### src/rtl/pulse_stretch_multi_if.sv
// Control, trigger and status bundle for pulse_stretch_multi.
// master: period/holdoff/retrig/edge_mode/clr_cnt/in out; slave: out/any/evt_cnt out.
interface pulse_stretch_multi_if #(
   parameter int CHANNELS = 4,
   parameter int BITS     = 24,
   parameter int CNT_BITS = 8
);
   logic [BITS-1:0]              period;
   logic [BITS-1:0]              holdoff;
   logic                         retrig;
   logic                         edge_mode;
   logic                         clr_cnt;
   logic [CHANNELS-1:0]          in;
   logic [CHANNELS-1:0]          out;
   logic                         any;
   logic [CHANNELS*CNT_BITS-1:0] evt_cnt;

   modport master (
      output period, holdoff, retrig, edge_mode, clr_cnt, in,
      input  out, any, evt_cnt
   );

   modport slave (
      input  period, holdoff, retrig, edge_mode, clr_cnt, in,
      output out, any, evt_cnt
   );
endinterface

### src/rtl/pulse_stretch_multi.sv
// Multi-channel pulse stretcher with retrigger, holdoff, edge/level trigger
// and saturating event counters. Ports: clk, reset (sync, active high), bus (slave).
module pulse_stretch_multi #(
   parameter int CHANNELS = 4,
   parameter int BITS     = 24,
   parameter int CNT_BITS = 8
) (
   input logic                   clk,
   input logic                   reset,
   pulse_stretch_multi_if.slave  bus
);

   typedef enum logic [1:0] {
      IDLE,
      STRETCH,
      HOLDOFF
   } state_e;

   localparam logic [BITS-1:0]     ONE     = BITS'(1);
   localparam logic [CNT_BITS-1:0] EVT_ONE = CNT_BITS'(1);
   localparam logic [CNT_BITS-1:0] EVT_MAX = '1;

   state_e              state_q [CHANNELS];
   state_e              state_d [CHANNELS];
   logic [BITS-1:0]     cnt_q   [CHANNELS];
   logic [BITS-1:0]     cnt_d   [CHANNELS];
   logic [CNT_BITS-1:0] evt_q   [CHANNELS];
   logic [CNT_BITS-1:0] evt_d   [CHANNELS];
   logic [CHANNELS-1:0] out_q, out_d;
   logic [CHANNELS-1:0] in_d_q;
   logic [CHANNELS-1:0] trig;
   logic [CHANNELS-1:0] accept;
   logic                per_ok, hold_ok;

   // in_d_q follows the input in every state, so a held level fires once in edge mode
   always_comb begin
      trig    = bus.edge_mode ? (bus.in & ~in_d_q) : bus.in;
      per_ok  = (bus.period != '0);
      hold_ok = (bus.holdoff != '0);
   end

   always_comb begin
      for (int i = 0; i < CHANNELS; i++) begin
         state_d[i] = state_q[i];
         cnt_d[i]   = cnt_q[i];
         out_d[i]   = out_q[i];
         accept[i]  = 1'b0;
         case (state_q[i])
            IDLE: begin
               out_d[i] = 1'b0;
               if (trig[i] && per_ok) begin
                  state_d[i] = STRETCH;
                  cnt_d[i]   = bus.period - ONE;
                  out_d[i]   = 1'b1;
                  accept[i]  = 1'b1;
               end
            end
            STRETCH: begin
               out_d[i] = 1'b1;
               // a disabled channel (period 0) cannot reload; it just runs out
               if (trig[i] && bus.retrig && per_ok) begin
                  cnt_d[i]  = bus.period - ONE;
                  accept[i] = 1'b1;
               end else if (cnt_q[i] != '0) begin
                  cnt_d[i] = cnt_q[i] - ONE;
               end else if (hold_ok) begin
                  state_d[i] = HOLDOFF;
                  cnt_d[i]   = bus.holdoff - ONE;
                  out_d[i]   = 1'b0;
               end else begin
                  state_d[i] = IDLE;
                  out_d[i]   = 1'b0;
               end
            end
            HOLDOFF: begin
               out_d[i] = 1'b0;
               if (cnt_q[i] != '0) begin
                  cnt_d[i] = cnt_q[i] - ONE;
               end else begin
                  state_d[i] = IDLE;
               end
            end
            default: begin
               state_d[i] = IDLE;
               out_d[i]   = 1'b0;
            end
         endcase
      end
   end

   // clear wins over a same-cycle increment; counters stick at all-ones
   always_comb begin
      for (int i = 0; i < CHANNELS; i++) begin
         evt_d[i] = evt_q[i];
         if (bus.clr_cnt) begin
            evt_d[i] = '0;
         end else if (accept[i] && (evt_q[i] != EVT_MAX)) begin
            evt_d[i] = evt_q[i] + EVT_ONE;
         end
      end
   end

   always_ff @(posedge clk) begin
      if (reset) begin
         out_q  <= '0;
         in_d_q <= '0;
         for (int i = 0; i < CHANNELS; i++) begin
            state_q[i] <= IDLE;
            cnt_q[i]   <= '0;
            evt_q[i]   <= '0;
         end
      end else begin
         out_q  <= out_d;
         in_d_q <= bus.in;
         for (int i = 0; i < CHANNELS; i++) begin
            state_q[i] <= state_d[i];
            cnt_q[i]   <= cnt_d[i];
            evt_q[i]   <= evt_d[i];
         end
      end
   end

   assign bus.out = out_q;
   assign bus.any = |out_q;

   for (genvar g = 0; g < CHANNELS; g++) begin : g_evt
      assign bus.evt_cnt[g*CNT_BITS +: CNT_BITS] = evt_q[g];
   end

endmodule

### src/flat_wrapper.sv
// flat-port wrapper written by rule: the top's interface ports become plain ports
module pulse_stretch_multi_flat 
#(
   parameter int CHANNELS = 4,
   parameter int BITS     = 24,
   parameter int CNT_BITS = 8
)
  (clk, reset, bus_period, bus_holdoff, bus_retrig, bus_edge_mode, bus_clr_cnt, bus_in, bus_out, bus_any, bus_evt_cnt);
  pulse_stretch_multi_if #(.CHANNELS(CHANNELS), .BITS(BITS), .CNT_BITS(CNT_BITS)) bus_i ();
  input logic clk;
  input logic reset;
  input wire logic [$bits(bus_i.period)-1:0] bus_period;
  input wire logic [$bits(bus_i.holdoff)-1:0] bus_holdoff;
  input wire logic [$bits(bus_i.retrig)-1:0] bus_retrig;
  input wire logic [$bits(bus_i.edge_mode)-1:0] bus_edge_mode;
  input wire logic [$bits(bus_i.clr_cnt)-1:0] bus_clr_cnt;
  input wire logic [$bits(bus_i.in)-1:0] bus_in;
  output wire logic [$bits(bus_i.out)-1:0] bus_out;
  output wire logic [$bits(bus_i.any)-1:0] bus_any;
  output wire logic [$bits(bus_i.evt_cnt)-1:0] bus_evt_cnt;
  assign bus_i.period = bus_period;
  assign bus_i.holdoff = bus_holdoff;
  assign bus_i.retrig = bus_retrig;
  assign bus_i.edge_mode = bus_edge_mode;
  assign bus_i.clr_cnt = bus_clr_cnt;
  assign bus_i.in = bus_in;
  assign bus_out = bus_i.out;
  assign bus_any = bus_i.any;
  assign bus_evt_cnt = bus_i.evt_cnt;
  pulse_stretch_multi #(.CHANNELS(CHANNELS), .BITS(BITS), .CNT_BITS(CNT_BITS)) u_core (.clk(clk), .reset(reset), .bus(bus_i));
endmodule
### config.mk
export PLATFORM = sky130hd
export DESIGN_NAME = pulse_stretch_multi_flat
export DESIGN_NICKNAME = d
export VERILOG_FILES = /design/src/rtl/pulse_stretch_multi_if.sv /design/src/rtl/pulse_stretch_multi.sv /design/src/flat_wrapper.sv
export SDC_FILE = /design/constraint.sdc
export NUM_CORES = 1
export LEC_CHECK = 0
export CORE_ASPECT_RATIO = 0.9
export CORE_MARGIN = 8
export CORE_UTILIZATION = 40
export CTS_CLUSTER_DIAMETER = 200
export DETAILED_ROUTE_END_ITERATION = 10
export DONT_BUFFER_PORTS = 1
export PLACE_DENSITY = 0.65
export SLEW_MARGIN = 20
export SYNTH_ARGS = -nofsm -noshare
export SYNTH_HDL_FRONTEND = slang
export SYNTH_SLANG_ARGS = --single-unit
export TNS_END_PERCENT = 30
### constraint.sdc
create_clock -name clk -period 3.5 [get_ports clk]
set_input_delay 0.525 -clock clk [delete_from_list [all_inputs] [get_ports clk]]
set_output_delay 0.525 -clock clk [all_outputs]
set_load 0.01 [all_outputs]
# After elaboration in Yosys (flattened, before gate mapping)
# Memories as Yosys holds them, arrays and structs flattened.
# Cells that the tools add are included.
# Widths: inputs -> output; s select.
dict set report word_totals {
  reg_bits 8
  mem_bits_rw 136
  in_bits 57
  wordCells 161
  mem_count 3
}
dict set report classes {
  n_addsub 10
  eq_ne 12
  mux 93
  bitwise_logic 14
  n_reduce_logical 27
}
# memory words word_bits read_ports rd_clocked_by_memory_dff wr line_no
set memory_table {}
lappend memory_table {u_core.cnt_q 4 24 4 0 4 pulse_stretch_multi.sv:25} ;# logic [BITS-1:0] cnt_q [CHANNELS];
lappend memory_table {u_core.evt_q 4 8 4 0 4 pulse_stretch_multi.sv:27} ;# logic [CNT_BITS-1:0] evt_q [CHANNELS];
lappend memory_table {u_core.state_q 4 2 4 0 4 pulse_stretch_multi.sv:23} ;# state_e state_q [CHANNELS];
# op n
set op_table {}
lappend op_table {{$mux 24} 24}
lappend op_table {{$pmux 24 s3} 4}
lappend op_table {{$reduce_bool 24->1} 6}
lappend op_table {{$sub 24x1->24 const B} 6}
lappend op_table {{$mux 8} 12}
lappend op_table {{$mux 2} 21}
lappend op_table {{$add 8x1->8 const B} 4}
lappend op_table {{$ne 8x8->1 const B} 4}
lappend op_table {{$pmux 2 s3} 4}
lappend op_table {{$mux 1} 19}
lappend op_table {{$logic_and 1x1->1} 16}
lappend op_table {{$pmux 1 s2} 8}
lappend op_table {{$or 1x1->1} 12}
lappend op_table {{$eq 2x1->1 const B} 4}
lappend op_table {{$eq 2x2->1 const B} 4}
lappend op_table {{$logic_not 2->1} 4}
lappend op_table {{$and 4x4->4} 1}
lappend op_table {{$mux 4} 1}
lappend op_table {{$not 4->4} 1}
lappend op_table {{$reduce_or 4->1} 1}

# Depth between registers and ports, before layout
dict set report depth {
  word_depth 11
  mapped_depth 11
}

# Worst setup path after synthesis
# No wires, ideal clock.
dict set report synth_path {
  path_type {input port to flip-flop}
  from {input bus_period[19]}
  to {memory u_core.cnt_q[1][3] (netlist: u_core.cnt_q[0][27])}
  setup_ns 0.092
  arrival_ns 2.910
  t_required_ns 3.408
  slack_ns 0.497
  cell_stages 9
  path_buffers 2
  cell_sequence {or4_4 or4_1 buf_2 o31a_1 a211o_1 a21oi_4 buf_2 a21oi_1 o32ai_1}
}
# element line_no
set synth_lines {}
lappend synth_lines {{start, declared} flat_wrapper.sv:12} ;# input wire logic [$bits(bus_i.period)-1:0] bus_period;
lappend synth_lines {{end, declared} pulse_stretch_multi.sv:25}

==> results.cfg <==
[global_routing]
grt_pass1_vias = 9988
grtUsageMet3_pct = 5.28
grt_util_met1_pct = 30.9
grt_max_degree = 80
track_usage_pct = 23.1
grt_pass1_wl_mm = 56.9
grt_antenna_before_repair = 0
overflow = 0
busiest_layer = met2
grt_util_met2_pct = 35.7

[setup_path]
cp.arrival_ns = 3.48
critPathTopFamily = simple AND/OR/NAND/NOR gates
path_class = reg2reg
crit_path_end_kind = flop
cp_data_required_time_ns = 3.84
critical_path_peak_fanout = 11
slowest_stage = or4_1
path_buf_inv = 0
cpPeakStageDelay_ns = 0.66
cp-start-kind = flop
crit_chain = or4_1, or4_4, or3_1, o2111ai_2, and2_1, o21ai_0, a32o_1

[floorplan]
die_h_um = 168
die_area_um2 = 30900
rows = 55
io-pin-count = 94
dieWidth_um = 185
core_area_um2 = 25100
initial_utilization_pct = 40.7

[clock_network]
root_buffer = clkbuf_16
post_cts_buffers = 0
cts_buffers = 17
cts.sinks = 144
clockBufferDepth = 2
cts_tree = yes
cts-resized-gates = 0
h-tree-depth = 4
insertion_delay_ns = 0.44
path_clk_slew_ns = 0.07
hold_buffers = 0

[yosys]
synthesis.area_um2 = 10200
seq_area_frac_synth_pct = 28.2
synth.distinct_cells = 74
synth-async-reset-ratio_pct = 0
ys_ff_latch = 144
syn-instance-count = 1350
ys.flop_type = dfxtp_1
syn_nets = 1439
ys.warnings.count = 0
syn_area_per_cell_um2 = 7.58
synth-edff-count = 0

[sta]
worst_pin_slew_ns = 1.02
slew_headroom_pct = 31.9
hold_viol = 0
report.final.slew_viol_count = 0
finalCriticalPeriod_ns = 3.14
post-route-period-util_pct = 89.8
fin_worst_skew_ns = 0.0103
holdWs_ns = 0.156
fin_setup_tns_ns = 0
max_freq_ghz = 0.318
rsz0062_at_grt = false
setup_viol = 0

[routing]
routed_via_density = 6.45
drt-wirelength-per-cell_um = 21.5
drcViolationCount = 0
drt_wl_total_mm = 36.7
vias = 11011
ant_nets = 0
drt_iter0_markers = 1231
firstDrtPassIters = 7

[layout]
area_growth_pct = 12.0
fin_area_um2 = 11500
fillCellCount = 2502
antenna_cells = 0
drive_above_1_share_pct = 9.16
final_common_cell = dfxtp_1
final_nets = 1440
fin_cells = 1706
mostFrequentLayoutCells = 144 x dfxtp_1, 121 x nor2_1, 95 x nand2_1, 91 x a21oi_1, 78 x inv_1

[placement]
post-dp-hpwl_mm = 27.6
io_buffers = 0
dpl_cell_area_um2 = 10900
gp_congestion = 0.958
dpl.cell_count = 1674

[power]
power.leakage_uw = 0.00406
p_per_area_nw_per_um2 = 647
ir_drop_v = 0.000333
p_total_uw = 7410

[job]
maxCapViolCount = 0

[outcome]
outcome = finished clean

[worst_hold_path]
worstHoldPathType = in2reg
## power by group
part           switching, uW  leakage [uW]  total [uW]  internal [uW]
sequential               294       0.00118        2220           1920
clock                    786      0.000280        1910           1120
combinational           2050       0.00260        3290           1240
total                   3130       0.00406        7410           4280
## synthesized netlist by cell type, types with 5 or more instances
cell       count  share of area (%)
a211oi_1      11               0.81
a21o_1         7               0.51
a21oi_1       91                4.5
a221oi_1      12                1.0
a22oi_1       11               0.81
a2bb2oi_1      6               0.51
a31oi_1       23                1.4
a32o_1        29                2.8
and2_1        10               0.61
and3_1        13               0.80
buf_2         16               0.78
clkbuf_1      56                2.1
dfxtp_1      144                 28
ha_1          32                3.9
inv_1         78                2.9
mux2i_1        8               0.78
nand2_1       95                3.5
nand2b_1       9               0.55
nand3_1       41                2.0
nand4_1       23                1.4
nor2_1       121                4.4
nor2b_1       13               0.80
nor3_1        66                3.2
nor4_1        27                1.7
o211ai_1      13               0.95
o21a_1         6               0.44
o21ai_0       67                3.3
o21ai_1        5               0.24
o221ai_1      15                1.3
o22a_1         6               0.51
o22ai_1       67                4.1
o31ai_1        5               0.37
o32ai_1       35                3.0
or2_2          8               0.49
or3_1         19                1.2
or4_1         17                1.2
xnor2_1       34                2.9
xor2_1        40                3.4
## layer usage
layer	wire length [um]	up-vias
met2	16500	548
met3	3730	70
li1	-	5104
met5	0	-
met4	1080	0
met1	15400	5289
## final cells by class
cell class,instances,area (um^2),area share [%]
Clock buffer,19,433,3.78
Clock inverter,13,161,1.41
Inverter,78,293,2.56
Multi-Input combinational cell,1047,6730,58.8
Sequential cell,144,2880,25.2
Tap cell,342,428,3.74
Timing Repair Buffer,63,523,4.57
## worst paths after layout
| kind | slack [ns] | cells after the start | endpoint | from |
|---|---|---|---|---|
| setup / recovery | 0.36 | 7 | u_core.cnt_q[0][6]$_SDFFE_PP0P_ | u_core.cnt_q[0][17]$_SDFFE_PP0P_ |
| hold / removal | 0.16 | 1 | u_core.in_d_q[3]$_SDFF_PP0_ | reset |
| setup reg to reg | 0.36 | 7 | u_core.cnt_q[0][6]$_SDFFE_PP0P_ | u_core.cnt_q[0][17]$_SDFFE_PP0P_ |
| hold reg to reg | 0.47 | 2 | u_core.cnt_q[0][20]$_SDFFE_PP0P_ | u_core.cnt_q[0][20]$_SDFFE_PP0P_ |
## flip-flops by register name, summed over array words and instances (netlist names)
| name | count |
|---|---|
| u_core.in_d_q | 4 |
| u_core.cnt_q | 96 |
| u_core.bus.out | 4 |
| u_core.state_q | 8 |
| u_core.evt_q | 32 |
## metrics by stage
| step | utilization [%] | worst slack [ns] |
|---|---|---|
| 3_5_place_dp | 43.2 | 0.175 |
| 6_report | 45.6 | 0.357 |
| 3_3_place_gp | 43.2 | 0.233 |
| 5_1_grt | 45.6 | 0.154 |
| 2_1_floorplan | - | 0.497 |
| 4_1_cts | 45.6 | 0.408 |
## cells by family (layout without fill, tap and decap cells)
| family | Yosys count | in the layout | synth area share, % |
|---|---|---|---|
| simple gates | 482 | 482 | 23.7 |
| compound gates | 450 | 450 | 30.6 |
| buf+inv | 159 | 173 | 6.32 |
| flops | 144 | 144 | 28.2 |
| xor+xnor | 74 | 74 | 6.34 |
| fa+ha+maj | 32 | 32 | 3.91 |
| mux | 9 | 9 | 0.893 |
(Power assumes the default switching activity.)
